$ cat src/rtl/ma_cvxif_offload_queue.sv
// In-order, kill-aware CV-X-IF offload queue between the CVA6 coprocessor interface
// and the matrix accelerator. Committed entries dispatch in program order; responses retire at head.
module ma_cvxif_offload_queue #(
  parameter int unsigned DEPTH    = 4,
  parameter int unsigned XLEN     = 32,
  parameter int unsigned ID_WIDTH = 2,
  parameter logic [6:0]  OPCODE   = 7'b0001011
) (
  input  logic                       clk_i,
  input  logic                       rst_ni,
  input  logic                       issue_valid_i,
  output logic                       issue_ready_o,
  input  logic [31:0]                issue_instr_i,
  input  logic [XLEN-1:0]            issue_rs1_i,
  input  logic [XLEN-1:0]            issue_rs2_i,
  input  logic [ID_WIDTH-1:0]        issue_id_i,
  output logic                       issue_accept_o,
  output logic                       issue_writeback_o,
  input  logic                       commit_valid_i,
  input  logic [ID_WIDTH-1:0]        commit_id_i,
  input  logic                       commit_kill_i,
  output logic                       acc_req_valid_o,
  input  logic                       acc_req_ready_i,
  output logic [31:0]                acc_req_instr_o,
  output logic [XLEN-1:0]            acc_req_rs1_o,
  output logic [XLEN-1:0]            acc_req_rs2_o,
  output logic [ID_WIDTH-1:0]        acc_req_id_o,
  input  logic                       acc_rsp_valid_i,
  output logic                       acc_rsp_ready_o,
  input  logic [XLEN-1:0]            acc_rsp_data_i,
  output logic                       result_valid_o,
  input  logic                       result_ready_i,
  output logic [ID_WIDTH-1:0]        result_id_o,
  output logic [XLEN-1:0]            result_data_o,
  output logic [4:0]                 result_rd_o,
  output logic [$clog2(DEPTH+1)-1:0] count_o
);

  localparam int unsigned AW = $clog2(DEPTH);
  localparam int unsigned PW = AW + 1;
  localparam int unsigned CW = $clog2(DEPTH + 1);

  typedef enum logic [2:0] {ST_FREE, ST_WAIT, ST_CMT, ST_KILL, ST_ISS} ent_state_e;

  typedef struct packed {
    logic [31:0]         instr;
    logic [XLEN-1:0]     rs1;
    logic [XLEN-1:0]     rs2;
    logic [ID_WIDTH-1:0] id;
    logic                we;
  } entry_t;

  ent_state_e    state_q [DEPTH];
  ent_state_e    state_d [DEPTH];
  entry_t        ent_q   [DEPTH];
  entry_t        ent_d   [DEPTH];
  logic [PW-1:0] head_q, head_d, disp_q, disp_d, tail_q, tail_d;

  logic [AW-1:0] head_idx, disp_idx, tail_idx;
  logic          opcode_ok, head_iss, head_we, kill_retire, rsp_hs, req_hs, commit_hit;
  ent_state_e    disp_st, head_st;

  assign head_idx = head_q[AW-1:0];
  assign disp_idx = disp_q[AW-1:0];
  assign tail_idx = tail_q[AW-1:0];

  // Pointers carry a wrap bit so tail == head only when empty
  assign count_o       = CW'(tail_q - head_q);
  assign issue_ready_o = (count_o != CW'(DEPTH));

  assign opcode_ok         = (issue_instr_i[6:0] == OPCODE);
  assign issue_accept_o    = issue_valid_i & issue_ready_o & opcode_ok;
  assign issue_writeback_o = issue_accept_o & (issue_instr_i[11:7] != 5'd0) & issue_instr_i[14];

  assign disp_st         = state_q[disp_idx];
  assign acc_req_valid_o = (disp_q != tail_q) && (disp_st == ST_CMT);
  assign acc_req_instr_o = ent_q[disp_idx].instr;
  assign acc_req_rs1_o   = ent_q[disp_idx].rs1;
  assign acc_req_rs2_o   = ent_q[disp_idx].rs2;
  assign acc_req_id_o    = ent_q[disp_idx].id;
  assign req_hs          = acc_req_valid_o & acc_req_ready_i;

  assign head_st         = state_q[head_idx];
  assign head_iss        = (head_st == ST_ISS);
  assign head_we         = ent_q[head_idx].we;
  assign kill_retire     = (head_st == ST_KILL) && (disp_q != head_q);
  assign acc_rsp_ready_o = head_iss & (~head_we | result_ready_i);
  assign rsp_hs          = acc_rsp_valid_i & acc_rsp_ready_o;

  assign result_valid_o = head_iss & head_we & acc_rsp_valid_i;
  assign result_data_o  = (head_iss & head_we) ? acc_rsp_data_i : '0;
  assign result_id_o    = ent_q[head_idx].id;
  assign result_rd_o    = ent_q[head_idx].instr[11:7];

  // Next state: issue at tail, commit/kill search from head, dispatch at disp, retire at head
  always_comb begin
    state_d    = state_q;
    ent_d      = ent_q;
    head_d     = head_q;
    disp_d     = disp_q;
    tail_d     = tail_q;
    commit_hit = 1'b0;

    if (issue_accept_o) begin
      ent_d[tail_idx]   = '{instr: issue_instr_i, rs1: issue_rs1_i, rs2: issue_rs2_i,
                            id: issue_id_i, we: issue_writeback_o};
      state_d[tail_idx] = ST_WAIT;
      tail_d            = tail_q + PW'(1);
    end

    for (int unsigned i = 0; i < DEPTH; i++) begin
      if (commit_valid_i && !commit_hit &&
          state_q[head_idx + AW'(i)] == ST_WAIT &&
          ent_q[head_idx + AW'(i)].id == commit_id_i) begin
        state_d[head_idx + AW'(i)] = commit_kill_i ? ST_KILL : ST_CMT;
        commit_hit                 = 1'b1;
      end
    end

    if (req_hs) begin
      state_d[disp_idx] = ST_ISS;
      disp_d            = disp_q + PW'(1);
    end else if ((disp_q != tail_q) && (disp_st == ST_KILL)) begin
      disp_d = disp_q + PW'(1);
    end

    if (kill_retire || rsp_hs) begin
      state_d[head_idx] = ST_FREE;
      head_d            = head_q + PW'(1);
    end
  end

  always_ff @(posedge clk_i or negedge rst_ni) begin
    if (!rst_ni) begin
      state_q <= '{default: ST_FREE};
      ent_q   <= '{default: '0};
      head_q  <= '0;
      disp_q  <= '0;
      tail_q  <= '0;
    end else begin
      state_q <= state_d;
      ent_q   <= ent_d;
      head_q  <= head_d;
      disp_q  <= disp_d;
      tail_q  <= tail_d;
    end
  end

endmodule

$ cat config.mk
export PLATFORM = sky130hd
export DESIGN_NAME = ma_cvxif_offload_queue
export DESIGN_NICKNAME = d
export VERILOG_FILES = /design/src/rtl/ma_cvxif_offload_queue.sv
export SDC_FILE = /design/constraint.sdc
export NUM_CORES = 1
export LEC_CHECK = 0
export BUFFER_PORTS_ARGS = -buffer_cell sky130_fd_sc_hd__buf_2
export CORE_MARGIN = 2
export CORE_UTILIZATION = 60
export DETAILED_ROUTE_END_ITERATION = 16
export HOLD_SLACK_MARGIN = 0.02
export PLACE_DENSITY = 0.83
export SYNTH_ARGS = -nofsm -noshare
export SYNTH_HDL_FRONTEND = slang
export SYNTH_SLANG_ARGS = --single-unit
$ cat constraint.sdc
create_clock -name clk_i -period 9.9 [get_ports clk_i]
set_input_delay 0.495 -clock clk_i [delete_from_list [all_inputs] [get_ports clk_i]]
set_output_delay 0.495 -clock clk_i [all_outputs]
set_load 0.01 [all_outputs]
==> flow_summary.toml <==
[place]
io_buffers = 285
pre_cts_slack_ps = 5630
detailed_place_hpwl_um = 26950
dp_cells = 1838
gp_congestion = 0.8732

[cells_and_area]
layout-drive-gt1-share_pct = 56.55
fin_nets = 1636
final_cell_mix = "dfrtp_1, mux2_2, buf_2, mux4_2, clkbuf_16"
layout_commonest_cell = "dfrtp_1"
areaGrowthSynthToFinish_pct = 16.47
stdcell_count = 1917

[logic_synthesis]
ys_warn_count = 0
yosysUniqueCellTypes = 55
yosys.area.top_type = "dfrtp_1"
synth-edff-count = 0
synth.area.top_cells = "dfrtp_1, mux2_2, mux4_2"
synthFlopType = "dfrtp_1"
synthCells = 1218
synth_top_cell_area_share_pct = 54.58
postSynthAreaPerCell_sq_um = 15.70
async_flop_share_pct = 100.0
syn-cell-area_sq_mm = 0.01912
syn-num-nets = 1372
ys_seq_area_share_pct = 54.58
ys_seq_elements = 417

[grt]
grt_pass1_wl_um = 67930
antenna_found_initial = 6
track_usage_pct = 25.99
grt_pass1_vias = 12680
grt_max_degree = 187
overflow = 0

[route]
drt-pass1-iter-count = 6
drtIter0Drc = 690
vias = 11650
post_drt_wl_per_cell_um = 21.95
route.detailed.drc = 0
wl_um = 42080
antenna_left = 0
viasPerCell = 6.076

[critical_path]
critPathKind = "flop to primary output"
critPathRequiredTime_ps = 9410
critPathCaptureType = "primary output"
critPathMaxFanout = 47
crit_path_start_kind = "flop"
worstPathArrival_ps = 3840

[floorplan]
die_y_um = 182.5
die_area_sq_mm = 0.03331
fp-row-count = 65
coreArea_sq_mm = 0.03147
io_pins = 286
die_x_um = 182.5
floorplan.initialDensity_pct = 60.74

[clocking]
clkTransAtPathRegs_ps = 60
clock_latency_ps = 530
hold_buffers = 1
clockRootBuffer = "clkbuf_16"
cts_resized = 0
cts_tree = "built"
post_cts_buffers = 0
numCtsBuffers = 43
cts.path.max_buffers = 3
h-tree-depth = 2
cts.sinks = 417

[sta]
tightest_slew_ps = 1122
rsz0062_at_grt = "no"
finalWorstSetupSlack_ps = 5561
setup_viol = 0
maxSlewViolCount = 0
final_hold_viol_count = 0
fin_skew_ps = 16.88
timing.slew.headroom_pct = 25.20
fin_crit_ps = 4339
timing.fmax_mhz = 230.5
period_share_pct = 43.82
tns_ps = 0

[flow_run]
max_cap_violations = 0

[power]
p_leak_uw = 0.01170
ir_drop_mv = 0.1639
p_per_area_mw_per_mm2 = 198.9

[min_path]
hp-class = "input port to flop"

[outcome]
status = "completed"
## layout make-up
cell class | count | area, sq um
Timing Repair Buffer | 299 | 1556
Antenna cell | 3 | 7.507
Clock buffer | 66 | 1272
Sequential cell | 417 | 10440
Tap cell | 402 | 503.0
Fill cell | 2098 | 9208
Multi-Input combinational cell | 704 | 8347
Clock inverter | 9 | 73.82
Inverter | 17 | 63.81
## per-layer routing
metal  part of all wire [%]  up-vias  track usage, %  wire length, um
li1                       -     5064               -                -
met1                     40     6114           33.42            16740
met4                    2.8        6           8.129             1197
met2                     51      377           44.90            21580
met5                  0.097        -               0               41
met3                    6.0       87           5.248             2522
## report_power, final
group,switching [uW],internal [uW],leakage (uW),total (uW)
sequential,151,1790,0.00576,1940
clock,627,907,0.000669,1530
combinational,501,449,0.00528,950
## registers in the layout (all words and copies together), names as in the netlist
signal / flops
ent_q: 396
state_q: 12
disp_q: 3
head_q: 3
tail_q: 3
## final timing paths
check | startpoint | slack, ps | cells past startpoint | to
worst min register to register | ent_q[365] | 460 | 1 | ent_q[365]
worst max register to register | head_q[1] | 5590 | 9 | state_q[1]
min in group asynchronous | rst_ni | 580 | 2 | ent_q[194]
worst max-delay path | disp_q[0] | 5560 | 7 | acc_req_valid_o
max in group asynchronous | rst_ni | 7130 | 4 | ent_q[243]
worst min-delay path | issue_instr_i[19] | 250 | 2 | ent_q[86]
## worst max-delay path, stage by stage, from the launching register on
cell and delay (ps):
dfrtp_4 730, buf_4 740, buf_4 810, or3b_2 240
a21oi_1 60, a32oi_1 310, nor2_1 150, buf_2 170
## stage by stage
step / hold WS [ps] / utilization [%] / power [uW] / instance area, sq um
after CTS: 226.7 / 70.72 / 4474 / 22260
after detailed placement: 447.7 / 66.41 / 2932 / 20900
final: 245.7 / 70.75 / 4428 / 22270
after global placement: 444.0 / 66.41 / 2907 / 20900
after floorplan: 199.4 / - / 2609 / 19120
after global routing: 234.3 / 70.74 / 4631 / 22260
## cell families (layout without fill, tap and decap cells)
family / count (synthesis) / count (layout) / share of synthesized area, %
muxes: 486 / 486 / 35.55
DFF: 417 / 417 / 54.58
and+or+nand+nor: 138 / 138 / 4.280
buffers and inverters: 97 / 391 / 1.970
AOI/OAI and AO/OA: 44 / 44 / 1.649
xor gates and xnor gates: 22 / 22 / 1.008
adders and majority gates: 14 / 14 / 0.9556
other: 0 / 3 / 0
## synth_stat cells, types with 2 or more instances
cell type / instances
and3_1: 34
nand3b_1: 3
ha_1: 13
a31oi_1: 2
a311oi_1: 2
mux4_1: 3
nand2b_1: 18
inv_1: 16
nor4b_1: 2
dfrtp_1: 417
o2bb2ai_1: 2
nand2_1: 29
mux2i_1: 4
o21ai_0: 10
nand4b_1: 3
a21oi_1: 8
or4b_2: 2
a211oi_1: 4
a21boi_0: 2
nand3_1: 3
or3b_1: 4
a311o_1: 2
xor2_1: 6
a21o_1: 2
buf_1: 16
nor2_1: 10
nor3_1: 3
mux4_2: 114
buf_2: 4
mux2_2: 365
clkbuf_1: 59
or4_1: 2
xnor2_1: 16
and2_1: 17
Power figures use the tool's default switching activity.
